--- config.mk ---
export PLATFORM = sky130hd
export DESIGN_NAME = mux_nx1_rr
export DESIGN_NICKNAME = d
export VERILOG_FILES = /design/src/rtl/mux_nx1_rr.sv
export SDC_FILE = /design/constraint.sdc
export NUM_CORES = 1
export LEC_CHECK = 0
export ABC_CLOCK_PERIOD_IN_PS = 4200
export CAP_MARGIN = 20
export CORE_MARGIN = 5
export CORE_UTILIZATION = 30
export DETAILED_ROUTE_END_ITERATION = 8
export PLACE_DENSITY = 0.59
export SYNTH_ARGS = -nofsm -noshare
export SYNTH_HDL_FRONTEND = slang
export SYNTH_SLANG_ARGS = --single-unit
--- constraint.sdc ---
create_clock -name clk -period 4.2 [get_ports clk]
set_input_delay 0.42 -clock clk [delete_from_list [all_inputs] [get_ports clk]]
set_output_delay 0.42 -clock clk [all_outputs]
set_load 0.01 [all_outputs]
--- src/rtl/mux_nx1_rr.sv ---
`default_nettype none
// ============================================================================
// mux_nx1_rr : N-to-1 byte-lane merger with per-channel FIFOs and RR/fixed arbiter
// Revision   : 1.0
// ============================================================================
module mux_nx1_rr #(
  parameter int N     = 4,
  parameter int W     = 8,
  parameter int DEPTH = 4,
  parameter int SELW  = 2
) (
  input  logic              clk,
  input  logic              reset,
  input  logic [N*W-1:0]    in,
  input  logic [N-1:0]      valid,
  input  logic              rr_en,
  output logic [W-1:0]      out,
  output logic              validout,
  output logic [SELW-1:0]   sel,
  output logic [N-1:0]      full,
  output logic [N-1:0]      empty,
  output logic [N-1:0]      overflow
);

  localparam int AW = $clog2(DEPTH);
  localparam int CW = AW + 1;
  localparam logic [CW-1:0] C_DEPTH = CW'(DEPTH);

  logic [W-1:0]    mem    [N][DEPTH];
  logic [AW-1:0]   rd_ptr [N];
  logic [AW-1:0]   wr_ptr [N];
  logic [CW-1:0]   count  [N];
  logic [SELW-1:0] last;

  logic            grant;
  logic [SELW-1:0] gnt_idx;
  logic [SELW-1:0] cand;
  logic [N-1:0]    pop;
  logic [N-1:0]    push_ok;

  for (genvar i = 0; i < N; i++) begin : g_flags
    assign empty[i] = (count[i] == '0);
    assign full[i]  = (count[i] == C_DEPTH);
  end

  // Round-robin starts the search one past the last grant; fixed priority from 0.
  always_comb begin
    grant   = 1'b0;
    gnt_idx = '0;
    cand    = '0;
    for (int j = 0; j < N; j++) begin
      cand = rr_en ? SELW'((int'(last) + 1 + j) % N) : SELW'(j);
      if (!grant && !empty[cand]) begin
        grant   = 1'b1;
        gnt_idx = cand;
      end
    end
  end

  // A full FIFO still accepts a push when it is drained in the same cycle.
  always_comb begin
    pop     = '0;
    push_ok = '0;
    for (int i = 0; i < N; i++) begin
      pop[i]     = grant && (gnt_idx == SELW'(i));
      push_ok[i] = valid[i] && (!full[i] || pop[i]);
    end
  end

  always_ff @(posedge clk) begin
    for (int i = 0; i < N; i++) begin
      if (!reset && push_ok[i]) begin
        mem[i][wr_ptr[i]] <= in[i*W +: W];
      end
    end
  end

  always_ff @(posedge clk) begin
    if (reset) begin
      for (int i = 0; i < N; i++) begin
        rd_ptr[i] <= '0;
        wr_ptr[i] <= '0;
        count[i]  <= '0;
      end
      overflow <= '0;
      last     <= SELW'(N - 1);
      out      <= '0;
      validout <= 1'b0;
      sel      <= '0;
    end else begin
      for (int i = 0; i < N; i++) begin
        if (push_ok[i]) begin
          wr_ptr[i] <= wr_ptr[i] + AW'(1);
        end
        if (pop[i]) begin
          rd_ptr[i] <= rd_ptr[i] + AW'(1);
        end
        if (push_ok[i] && !pop[i]) begin
          count[i] <= count[i] + CW'(1);
        end else if (!push_ok[i] && pop[i]) begin
          count[i] <= count[i] - CW'(1);
        end
        if (valid[i] && !push_ok[i]) begin
          overflow[i] <= 1'b1;
        end
      end
      validout <= grant;
      if (grant) begin
        out  <= mem[gnt_idx][rd_ptr[gnt_idx]];
        sel  <= gnt_idx;
        last <= gnt_idx;
      end
    end
  end

endmodule
`default_nettype wire

-- Word level (Yosys, flattened, before mapping)
Memories as Yosys holds them, arrays and structs flattened.
Cells that the tools add are included.
- $add $sub $neg: 20
- magnitude comparators: 13
- eq/ne operators: 7
- mux-type cells: 109
- bitwise operators: 21
- reduce and logical (&&, ||, !) cells: 58
- operator list (cell ; count):
    2-to-1 mux 32 bit ; 4
    2-to-1 mux 1 bit ; 66
    demux 8 bit (select 2 bit) ; 4
    2-to-1 mux 8 bit ; 6
    2-to-1 mux 2 bit ; 16
    logical AND 1 bit ; 31
    2-to-1 mux 3 bit ; 8
    adder 2 x 1 -> 2 bit, second input constant ; 9
    logical NOT 1 bit ; 18
    binary-select mux 8 bit (select 2 bit) ; 1
    OR 1 bit ; 16
    >= comparator 3 bit, second input constant ; 5
    NOT 2 -> 3 bit ; 5
    adder 3 x 1 -> 3 bit, second input constant ; 4
    equality test 3 bit, second input constant ; 4
    logical NOT 3 bit ; 4
    less-than comparator 2 x 3 -> 1 bit, second input constant ; 4
    less-than comparator 3 x 1 -> 1 bit, second input constant ; 4
    subtractor 3 x 1 -> 3 bit, second input constant ; 4
    binary-select mux 1 bit (select 2 bit) ; 4
    adder 2 bit, second input constant ; 3
    equality test 2 bit, second input constant ; 2
    logical OR 1 bit ; 4
    equality test 2 x 1 -> 1 bit, second input constant ; 1
    logical NOT 2 bit ; 1
- bits in registers: 17
- bits in writable memories: 156
- memories: 4
- memories (name ; words ; width ; read ports ; clocked after memory_dff ; wr ports ; line ; RTL):
    mem ; 4 ; 32 ; 1 ; 0 ; 4 ; 29 ; logic [W-1:0] mem [N][DEPTH];
    count ; 4 ; 3 ; 4 ; 0 ; 4 ; 32 ; logic [CW-1:0] count [N];
    rd_ptr ; 4 ; 2 ; 5 ; 0 ; 4 ; 30 ; logic [AW-1:0] rd_ptr [N];
    wr_ptr ; 4 ; 2 ; 4 ; 0 ; 4 ; 31 ; logic [AW-1:0] wr_ptr [N];

-- Longest topological paths before layout
- word-level depth: 25
- depth in mapped cells: 15
- depth with buffers taken out: 15

-- Least setup slack after synthesis
Ideal clock, no wire load.
- path kind: register -> register
- start: mem count[2][0] in the netlist's numbering
- end: mem count[0][2] in the netlist's numbering (data pin)
- setup time: 266 ps
- data arrival time: 3257 ps
- slack: 677 ps
- cell stages (with the launch flop): 13
- buffers on the path: 1
- cells stage by stage: edfxtp_1 or3_1 buf_2 mux4_2 a211o_1 nand2_2 nand3_1 or3_1 fa_1 xnor2_1 nor3_1 a31oi_1 nor2_1
- RTL lines (item ; line):
    start: declaration ; 32

==> key figures <==
Critical path
  • Crit. End Element: flip-flop
  • Setup CP Type: reg -> reg
  • Slowest stage cell, crit path: mux4_2
  • WP buf/inv: 0
  • Startpoint types: flip-flop
  • CP Max Fanout: 8
  • CP required: 4350 ps
  • Top Family by Delay on Critical Path: simple AND/OR/NAND/NOR gates
  • CP Cell Sequence: and2b_1, o21ai_4, mux4_2, a211o_1, nand2_2, nand3_1, or3_1, fa_1, xnor2_1, nor3_1, a31oi_1, nor2_1
  • Worst path max stage delay: 540 ps
  • CP arrival: 3830 ps

Clock network
  • Root buf cell: clkbuf_16
  • Clock buffer count from CTS: 17
  • # clock sinks: 173
  • Number of gates resized after CTS: 0
  • Hold buffers post-CTS: 0
  • Number of setup buffers added after CTS: 0
  • Clk slew on worst S/H paths: 70 ps
  • Latest clock arrival within the worst-skew pair: 420 ps
  • # H-tree levels: 4
  • Clk buf depth: 2
  • CTS tree: done

Place
  • IO buf count: 61
  • Dpl hpwl: 12400 µm
  • Dpl cells: 944
  • Global placement routability congestion: 0.7939
  • Pre-CTS setup slack: 167.5 ps
  • Area post-placement: 8686 µm²

Layout
  • Area delta synth->final: 20.40%
  • Final Instance Area: 9261 µm²
  • Net count, final: 694
  • Ant. Diodes: 0
  • Fill cells: 2369
  • Fin util: 36.78%
  • Fin cells: 976
  • Share of cells above drive strength 1: 8.514%

Flow run
  • Max_cap viols: 0

Timing
  • Clock skew: 9.932 ps
  • Setup TNS: 0 ps
  • F_max: 271.7 MHz
  • Hold Vio Cnt, Final: 0
  • Fin. max-slew vios: 0
  • Final period utilization: 87.63%
  • Worst-Margin Slew: 641.9 ps
  • Slew HR: 57.21%
  • Tmin final: 3681 ps
  • Final setup viols: 0
  • Fin Hold WS: 456.7 ps
  • RSZ-0062 raised after global routing: no
  • Final worst slack: 519.3 ps

Die
  • Initial core utilization: 30.55%
  • Io pins: 62
  • Die Footprint: 28940 µm²
  • Site Rows: 58
  • Core ar.: 25180 µm²
  • Die Wd: 170.1 µm
  • Die H: 170.1 µm

Power
  • Pwr/cell area: 760.4 nW/µm²
  • Switching power: 2.675 mW
  • PnR Total Power: 7.042 mW
  • Pint: 4.368 mW
  • Static Leakage: 3.189 nW
  • Sw Share: 37.98%
  • Max IR drop VDD: 544.7 µV
  • Clock share of power: 21.7%
  • Combinational power share: 44.4%
  • Flop pwr share: 33.9%

Routing
  • Router iterations before antenna repair: 5
  • Via count: 4775
  • WL per Instance: 17.17 µm
  • Residual DRC: 0
  • Starting DRC count in detailed routing: 304
  • Final ANT Viol Nets: 0
  • Via density: 4.892
  • WL final: 16760 µm

Synthesis
  • Yosys cell types: 58
  • Area leader, netlist: edfxtp_1
  • Top cells by area, synth: edfxtp_1 (61%), dfxtp_1 (4.4%), mux2i_1 (4.4%)
  • Synth Net Count: 629
  • Syn Std Cell Area: 7692 µm²
  • Most common cell in the synthesized netlist: edfxtp_1
  • Sequential area share after synthesis: 65.32%
  • Synth Register Bits: 173
  • Yosys warns: 0
  • Synth Flop Type: edfxtp_1
  • Top-area cell type share of the netlist area: 60.90%
  • Ys async rst share: 0%
  • Post-Syn Area per Cell: 13.54 µm²
  • Top cells by count, synth: edfxtp_1 (156), mux2i_1 (34), nand2_1 (34)
  • Number of flops mapped to enable cells by yosys: 156
  • Post-Synthesis Cells: 568

Global route
  • First-pass GRT wire length: 26690 µm
  • GRT Util Overall: 11.98%
  • Largest net degree at the start of global routing: 41
  • Initial antenna violation count: 0
  • GR Overflow Total: 0
  • Number of global-route vias before repair: 4749

Hold path
  • Min-delay worst type: reg -> reg

Run status
  • Status: finished, final reports clean
-- path summary, 6_finish.rpt --
kind / start / end / slack (ps) / cells after the start
hold reg to reg: sel[1] / sel[1] / 460 / 2
setup reg to reg: last[1] / count[0][2] / 520 / 12
setup / recovery: last[1] / count[0][2] / 520 / 12
hold / removal: sel[1] / sel[1] / 460 / 2
-- power by group through the flow --
stage,sequential [mW],clock [mW],combinational (mW)
CTS,2.39,1.55,3.14
global placement,2.42,0,3.12
detailed placement,2.43,0,3.12
global route,2.42,1.62,3.45
finish,2.39,1.53,3.13
floorplan,2.35,0,2.21
-- cells by family after synthesis --
family          Yosys count  share of synthesized area, %
simple gates            175                         12.13
flops                   173                         65.32
compound gates          101                         9.890
mux                      36                         5.010
fa+ha+maj                22                         3.871
xor+xnor                  7                        0.7970
buf+inv                  54                         2.976
-- flip-flops by register name, summed over array words and instances (netlist names) --
name,flops
validout,1
wr_ptr,8
count,12
overflow,4
sel,2
mem,128
last,2
rd_ptr,8
out,8
-- per-layer routing --
layer	part of all wire [%]	wire length [µm]	vias up	track usage, %
met4	1.9	312	0	4.132
met3	4.3	720	26	2.509
met1	47	7943	2297	16.36
li1	-	-	2307	-
met5	0	0	-	0
met2	46	7786	145	19.02
-- worst register-to-register path, stage by stage, from the launching register on --
cell and delay [ps]:
dfxtp_1 430, and2b_1 260, o21ai_4 230, mux4_2 540
a211o_1 360, nand2_2 210, nand3_1 110, or3_1 360
fa_1 440, xnor2_1 200, nor3_1 60, a31oi_1 140
nor2_1 50
-- layout by cell type (no fill, tap or decap), types with 4 or more instances in the layout --
cell type        count
edfxtp_1           156
clkdlybuf4s50_1     60
mux2i_1             34
nand2_1             34
nand4_1             28
nor2_1              27
inv_1               23
nor3_1              22
and2_1              21
ha_1                19
clkbuf_16           19
a21oi_1             18
dfxtp_1             17
a22oi_1             16
o21ai_0             11
buf_4               11
or3_1               10
nand4b_1             8
o22a_1               8
a311oi_1             8
xnor2_1              7
a31oi_1              6
or2_1                6
inv_6                6
o21ai_1              5
o21a_1               5
nand3_1              4
-- cell type report --
type	count	area (µm²)	area share, %
Clock inverter	10	88.84	0.9592
Tap cell	330	412.9	4.458
Timing Repair Buffer	73	708.2	7.647
Clock buffer	22	486.7	5.255
Multi-Input combinational cell	341	2439	26.33
Sequential cell	173	5025	54.26
Inverter	27	101.3	1.094
Power figures use the tool's default switching activity.
==> RTL change, RTL diff (same flow settings) <==
Set the parameter `W` to 6 (it was 8).
--- a/src/rtl/mux_nx1_rr.sv
+++ b/src/rtl/mux_nx1_rr.sv
@@ -6,5 +6,5 @@
 module mux_nx1_rr #(
   parameter int N     = 4,
-  parameter int W     = 8,
+  parameter int W     = 6,
   parameter int DEPTH = 4,
   parameter int SELW  = 2
Interface: changed (resized in and out); port bits go from 62 to 52. No check against the original RTL was run, so the function may have changed too.
==> RTL change against the unedited design <==
Area after synthesis down 15%. Critical path type unchanged. Sequential power shrank 15%. First-iteration DRC count is 5.6% lower. Largest power group unchanged. Highest routed layer unchanged. Sequential cell count shrank 34. Critical endpoint unchanged. Routed wire length decreased by 15%. Synthesized cell count shrank 11%. Total power fell by 17%. Worst setup slack better by 0.12 ns. Cell count down 13%. Design area is 14% lower.
==> RTL change: results (changes against the unedited design) <==
| Metric | Value |
|---|---|
| Tot GR Track Use | 11.9% (was 12.0%) |
| Non-clock buffers | 60 (was 73) |
| DP HPWL | 10.8 mm (was 12.4 mm) |
| Layout cells sized above 1 | 14.9% (was 8.51%) |
| N_taps | 280 (was 330) |
| Routability cong. | 0.896 (was 0.794) |
| Global-route wire length before repair | 22.2 mm (was 26.7 mm) |
| Netlist cell types | 47 (was 58) |
| Iteration-0 DRC count of the detailed router | 287 (was 304) |
| FF-to-FF setup slack | 0.64 ns (was 0.52 ns) |
| P_sw | 0.00211 W (was 0.00267 W) |
| Met3 wire length | 766 µm (was 720 µm) |
| Top cells by area, synth | edfxtp_1, mux2_2, dfxtp_1 (was edfxtp_1, dfxtp_1, mux2i_1) |
| Sw Ratio | 35.8% (was 38.0%) |
| Worst setup margin | 0.640 ns (was 0.519 ns) |
| Vias post-DR | 4112 (was 4775) |
| Placed Instances | 819 (was 944) |
| Logic gate share of total power | 39.3% (was 44.4%) |
| Multi-input logic portion of the cell area | 29.3% (was 26.3%) |
| Metal-1 WL | 6.36 mm (was 7.94 mm) |
| Placed Instance Area | 7360 µm² (was 8690 µm²) |
| Post-Syn Instances | 506 (was 568) |
| P_seq | 0.00203 W (was 0.00239 W) |
| Met3 usage | 3.58% (was 2.51%) |
| Seq/Total Area, Yosys | 61.4% (was 65.3%) |
| Multi-input gates | 319 (was 341) |
| GR Util met1 | 15.0% (was 16.4%) |
| Leakage power figure | 2.77 nW (was 3.19 nW) |
| Fraction of area in registers | 50.5% (was 54.3%) |
| Post-synth EDFFs | 124 (was 156) |
| Synth top cells by count | edfxtp_1, nor2_1, mux2_2, nor3_1, a21oi_1 (was edfxtp_1, mux2i_1, nand2_1, nand4_1, nor2_1) |
| CLK BUF | 17 (was 22) |
| Outcome | finished clean (unchanged) |
| FF+latch count | 139 (was 173) |
| Origin of the critical flop-to-flop path | count[1][2]$_SDFFCE_PN0P_ (was last[1]$_SDFFE_PP1P_) |
| R2R cell count | 11 (was 12) |
| Setup Skew | 0.00896 ns (was 0.00993 ns) |
## RTL change: how the worst max path moves through the flow
| stage | cells past startpoint | endpoint |
|---|---|---|
| 2_1_floorplan | 12 | count[0][2]$_SDFFCE_PN0P_ |
| 3_3_place_gp | 13 | count[1][2]$_SDFFCE_PN0P_ |
| 6_report | 11 | count[0][2]$_SDFFCE_PN0P_ |
| 3_5_place_dp | 13 | count[1][2]$_SDFFCE_PN0P_ |
| 5_1_grt | 14 | count[0][2]$_SDFFCE_PN0P_ |
| 4_1_cts | 11 | count[0][2]$_SDFFCE_PN0P_ |
## RTL change: kinds of logic (layout without fill, tap and decap cells)
logic type                 Yosys count  after routing  synth area share (%)
xor gates and xnor gates             7              7                 0.935
DFF                                139            139                  61.4
and+or+nand+nor                    153            153                  12.2
adders and majority gates           22             22                  4.54
buffers and inverters               48            113                  3.05
AOI/OAI and AO/OA                   85             85                  9.06
muxes                               52             52                  8.85
